$ cat config.mk
export PLATFORM = sky130hd
export DESIGN_NAME = hilo_acc_unit
export DESIGN_NICKNAME = d
export VERILOG_FILES = /design/src/rtl/hilo_acc_unit.sv
export SDC_FILE = /design/constraint.sdc
export NUM_CORES = 1
export LEC_CHECK = 0
export CAP_MARGIN = 40
export CORE_UTILIZATION = 56
export DETAILED_ROUTE_END_ITERATION = 8
export DONT_BUFFER_PORTS = 1
export PLACE_DENSITY = 0.74
export REMOVE_ABC_BUFFERS = 1
export SLEW_MARGIN = 5
export SYNTH_ARGS = -nofsm -noshare
export SYNTH_HDL_FRONTEND = slang
export SYNTH_SLANG_ARGS = --single-unit
$ cat constraint.sdc
create_clock -name Clk -period 4.3 [get_ports Clk]
set_clock_uncertainty 0.1 [all_clocks]
set_input_delay 0.86 -clock Clk [delete_from_list [all_inputs] [get_ports Clk]]
set_output_delay 0.86 -clock Clk [all_outputs]
set_load 0.02 [all_outputs]
$ cat src/rtl/hilo_acc_unit.sv
// Hi/Lo register pair with single-cycle moves/loads and a two-stage
// multiply-accumulate/subtract path with sticky overflow and reserved-op flags.
module hilo_acc_unit #(
  parameter int unsigned      WIDTH    = 32,
  parameter logic [WIDTH-1:0] RESET_HI = '0,
  parameter logic [WIDTH-1:0] RESET_LO = '0
) (
  input  logic               Clk,
  input  logic               Rst,
  input  logic               op_valid,
  input  logic [2:0]         op,
  input  logic               uns,
  input  logic [WIDTH-1:0]   a,
  input  logic [2*WIDTH-1:0] prod,
  input  logic               ovf_clr,
  output logic               op_ready,
  output logic [WIDTH-1:0]   Hi,
  output logic [WIDTH-1:0]   Lo,
  output logic               done,
  output logic               ovf,
  output logic               err
);

  localparam int unsigned AW = 2 * WIDTH;

  typedef enum logic [2:0] {
    OP_NOP  = 3'b000,
    OP_MTHI = 3'b001,
    OP_MTLO = 3'b010,
    OP_LOAD = 3'b011,
    OP_MADD = 3'b100,
    OP_MSUB = 3'b101,
    OP_CLR  = 3'b110,
    OP_RSVD = 3'b111
  } op_t;

  typedef enum logic {IDLE, ACC} state_t;

  state_t        state, state_nxt;
  op_t           op_cur;
  logic          accept;
  logic [AW-1:0] stg_prod;
  logic          stg_sub;
  logic          stg_uns;
  logic [AW-1:0] acc_cur;
  logic [AW:0]   acc_ext;
  logic          sgn_ovf;
  logic          acc_set;
  logic          commit_1c;
  logic          ovf_clear_req;

  always_ff @(posedge Clk or posedge Rst) begin
    if (Rst) state <= IDLE;
    else     state <= state_nxt;
  end

  always_comb begin
    op_cur    = op_t'(op);
    op_ready  = (state == IDLE);
    accept    = op_valid && op_ready;
    state_nxt = state;
    case (state)
      IDLE: if (accept && (op_cur == OP_MADD || op_cur == OP_MSUB)) state_nxt = ACC;
      ACC:  state_nxt = IDLE;
      default: state_nxt = IDLE;
    endcase
  end

  // Extra top bit carries the unsigned carry-out (add) or borrow (sub).
  always_comb begin
    acc_cur = {Hi, Lo};
    if (stg_sub) acc_ext = {1'b0, acc_cur} - {1'b0, stg_prod};
    else         acc_ext = {1'b0, acc_cur} + {1'b0, stg_prod};
    if (stg_sub)
      sgn_ovf = (acc_cur[AW-1] != stg_prod[AW-1]) && (acc_ext[AW-1] != acc_cur[AW-1]);
    else
      sgn_ovf = (acc_cur[AW-1] == stg_prod[AW-1]) && (acc_ext[AW-1] != acc_cur[AW-1]);
    acc_set       = (state == ACC) && (stg_uns ? acc_ext[AW] : sgn_ovf);
    commit_1c     = accept && (op_cur == OP_MTHI || op_cur == OP_MTLO ||
                               op_cur == OP_LOAD || op_cur == OP_CLR);
    ovf_clear_req = ovf_clr || (accept && op_cur == OP_CLR);
  end

  always_ff @(posedge Clk or posedge Rst) begin
    if (Rst) begin
      Hi       <= RESET_HI;
      Lo       <= RESET_LO;
      stg_prod <= '0;
      stg_sub  <= 1'b0;
      stg_uns  <= 1'b0;
      done     <= 1'b0;
      ovf      <= 1'b0;
      err      <= 1'b0;
    end else begin
      done <= commit_1c || (state == ACC);
      if (acc_set)            ovf <= 1'b1;
      else if (ovf_clear_req) ovf <= 1'b0;
      if (state == ACC) begin
        {Hi, Lo} <= acc_ext[AW-1:0];
      end else if (accept) begin
        case (op_cur)
          OP_MTHI: Hi <= a;
          OP_MTLO: Lo <= a;
          OP_LOAD: {Hi, Lo} <= prod;
          OP_MADD, OP_MSUB: begin
            stg_prod <= prod;
            stg_sub  <= (op_cur == OP_MSUB);
            stg_uns  <= uns;
          end
          OP_CLR: begin
            Hi <= '0;
            Lo <= '0;
          end
          OP_RSVD: err <= 1'b1;
          default: ;
        endcase
      end
    end
  end

endmodule

==> run_results.csv <==
group,metric,value,unit
final_layout,fin_area,14200,µm²
critical_path,crit_path_end_kind,"flip-flop",
detailed_routing,vias,11400,
cts,cts_tree,"built",
floorplan,io_pins,172,
placement,dpl-instance-area,13200,µm²
timing,worst_slack,-237,ps
global_route,overflow,0,
logic_synthesis,synth_top_family_by_area,"compound AO/OA/AOI/OAI gates",
detailed_routing,wirelength,38400,µm
detailed_routing,drt_iter0_drc,924,
logic_synthesis,synth_xor_area_share,9.60,%
power_and_ir_drop,internal_power,0.00612,W
timing,relSlewSlack,44.1,%
global_route,met2_usage,58.7,%
floorplan,placementRows,51,
logic_synthesis,synthAdderAreaFrac,7.37,%
floorplan,start_util,57.5,%
logic_synthesis,synth_edf_count,0,
cts,cts_made_buffers,17,
floorplan,fp.dieH,144,µm
power_and_ir_drop,vdd_drop_max,412,µV
power_and_ir_drop,power_frac_clock,13.3,%
timing,setup-violations-final,19,
final_layout,diodes,0,
global_route,track_usage,37.0,%
logic_synthesis,ys_ff_latch,134,
power_and_ir_drop,p_per_area,804,nW/µm²
cts,clockBufferDepth,2,
cts,htree_levels,4,
power_and_ir_drop,switching_share,46.5,%
timing,fin_crit_sh,106,%
placement,port_buffers,0,
run_status,violations,"setup timing",
timing,rsz0062_at_grt,"true",
detailed_routing,dr.pass1.iters,7,
logic_synthesis,synth_commonest_cells,"a21oi_1 (169), dfrtp_1 (134), nor2_1 (130)",
final_layout,fin_util,72.4,%
flow_run,max_cap_violations,0,
floorplan,dieArea,20800,µm²
power_and_ir_drop,p_leak,6.13,nW
critical_path,cp.arrival,4740,ps
logic_synthesis,yosysTopAreaCell,"dfrtp_1",
critical_path,cp_cell_sequence,"or4_4 -> nor4_4 -> nand2_2 -> nor2_4 -> nand4_2 -> buf_4 -> nor2_4 -> nor2_1 -> xnor2_1 -> ha_1 -> buf_4 -> nand4_1 -> nor3_2 -> nand2_1 -> o211ai_2 -> a31oi_2 -> xnor2_1 -> mux2i_1 -> a211oi_2",
global_route,grt_busiest_layer,"met2",
timing,min_period,4540,ps
placement,dp_slack,-244,ps
detailed_routing,drc,0,
logic_synthesis,async_flop_share,100,%
logic_synthesis,syn_inst,1342,
detailed_routing,avgRoutedWirePerCell,21.3,µm
final_layout,drive_gt1_share,28.6,%
logic_synthesis,synth_compound_area_share,26.9,%
critical_path,crit_type,"reg -> reg",
logic_synthesis,synth_seq_area_share,29.7,%
cts,cts_root_buf,"clkbuf_16",
global_route,met3_usage,7.75,%
floorplan,dieWidth,144,µm
logic_synthesis,avgSynthCellArea,8.43,µm²
timing,final_max_slew_viol_count,0,
cts,clk_pin_slew,60,ps
critical_path,r2r_start,"stg_prod[20]",
placement,dpl.hpwl,28800,µm
logic_synthesis,synth_ff_type,"dfrtp_1",
global_route,use_met1,49.8,%
timing,hold_violations,0,
critical_path,cp_data_required_time,4510,ps
hold_path,hold_class,"in -> async",
final_layout,fill_cells,1586,
logic_synthesis,syn-cell-area,11300,µm²
detailed_routing,routed_via_density,6.35,
critical_path,cp-startpoint,"stg_prod[20]",
timing,whs,322,ps
logic_synthesis,synth_simple_gate_area_share,15.7,%
critical_path,crit_fanout,6,
global_route,grt_pass1_vias,11000,
critical_path,cp_slowest_stage_delay,560,ps
power_and_ir_drop,p_sw,0.00532,W
cts,cts_sinks,134,
global_route,grt_pass1_wl,58400,µm
floorplan,coreArea,19700,µm²
run_status,status,"finished, violations left",
placement,routabilityCongestion,0.992,
logic_synthesis,synthTopCellsByArea,"dfrtp_1 (30%), a21oi_1 (7.5%), xnor2_1 (7.2%), ha_1 (7.2%), mux2_2 (5.6%)",
logic_synthesis,synth_top_area_share,29.7,%
logic_synthesis,yosysWarnings,0,
logic_synthesis,synthMuxAreaShare,6.90,%
cts,clock_latency,430,ps
detailed_routing,ant_nets,0,
global_route,antenna_found_initial,0,
critical_path,slowest_stage,"or4_4",
timing,tightest_slew,838,ps
critical_path,critPathLaunchType,"flip-flop",
logic_synthesis,yosysMostFrequentCell,"a21oi_1",
final_layout,fin_nets,1694,
power_and_ir_drop,seq_power_share,20.2,%
power_and_ir_drop,comb_power_share,66.5,%
logic_synthesis,yosysUniqueCellTypes,78,
global_route,grt_max_degree,88,
final_layout,area_growth,25.9,%
timing,fmax,220,MHz
## metrics by stage
| stage | instances | TNS (ps) | total power [W] |
|---|---|---|---|
| detailed placement | 1759 | -1340 | 0.00912 |
| floorplan | 1264 | -226620 | 0.00643 |
| global placement | 1758 | -575 | 0.00903 |
| CTS | 1795 | -74.6 | 0.0109 |
| finish | 1802 | -2420 | 0.0114 |
| global route | 1802 | -6600 | 0.0121 |
## worst paths after layout
path,slack [ps],to,depth (start not counted)
max,-240,ovf,19
max reg2reg,-240,ovf,19
min,320,stg_prod[48],1
max in group asynchronous,2820,stg_prod[33],2
min reg2reg,450,stg_prod[60],1
min in group Clk,450,stg_prod[35],2
## area by class of cell
cell class	instances	area (µm²)	share of cell area, %
clock buffer	20	457	3.21
clock inverter	12	143	1.00
inverter	33	129	0.905
multi-input combinational	1097	7920	55.7
sequential	134	3360	23.6
tap	265	332	2.33
timing repair buffer	241	1890	13.3
## repair_timing
item	in CTS	in global routing
setup endpoints to repair	18	35
endpoints found under the hold margin	0	0
pin swaps	11	34
hold buffers	0	0
buffers inserted	5	7
gates resized for setup	39	68
## kinds of logic (layout without fill, tap and decap cells)
group	Yosys count	after routing
and+or+nand+nor	365	365
DFF	134	134
adders and majority gates	66	66
buffers and inverters	111	306
xor gates and xnor gates	124	124
muxes	71	71
AOI/OAI and AO/OA	471	471
## routing by layer
layer  share of wire [%]  vias to the layer above
met3                 8.5                       76
met4                 2.9                        0
met1                  43                     5532
li1                    -                     5290
met5                   0                        -
met2                  46                      536
## critical path: cells and delay by family (launching register included)
kind / cells / cell delay [ps]
xor gates and xnor gates: 2 / 430
DFF: 1 / 380
and+or+nand+nor: 10 / 2090
buffers and inverters: 2 / 350
AOI/OAI and AO/OA: 3 / 500
adders and majority gates: 1 / 310
muxes: 1 / 250
## flip-flops by register name, summed over array words and instances, names as in the netlist
| name | cells |
|---|---|
| ovf | 1 |
| err | 1 |
| Hi | 32 |
| stg_prod | 64 |
| Lo | 32 |
| state | 1 |
| done | 1 |
| stg_sub | 1 |
| stg_uns | 1 |
## power groups by stage
stage	sequential, W	combinational (W)	clock (W)
floorplan	0.00221	0.00423	0
global placement	0.00231	0.00673	0
detailed placement	0.00232	0.00680	0
CTS	0.00230	0.00704	0.00154
global route	0.00235	0.00819	0.00159
finish	0.00231	0.00761	0.00153
## placed cells by master, fill, tap and decap left out, drive strengths merged, types with 20 or more instances in the layout
master | netlist | final
ha | 65 | 65
buf | 14 | 241
nor2 | 134 | 134
nor3 | 24 | 24
a22oi | 33 | 33
nand2 | 100 | 100
clkbuf | 63 | 20
a21oi | 170 | 170
a221o | 23 | 23
xor2 | 31 | 31
dfrtp | 134 | 134
o21ai | 103 | 103
mux2 | 56 | 56
xnor2 | 93 | 93
a21o | 35 | 35
inv | 32 | 36
nand4 | 21 | 21
Power figures use the tool's default switching activity.
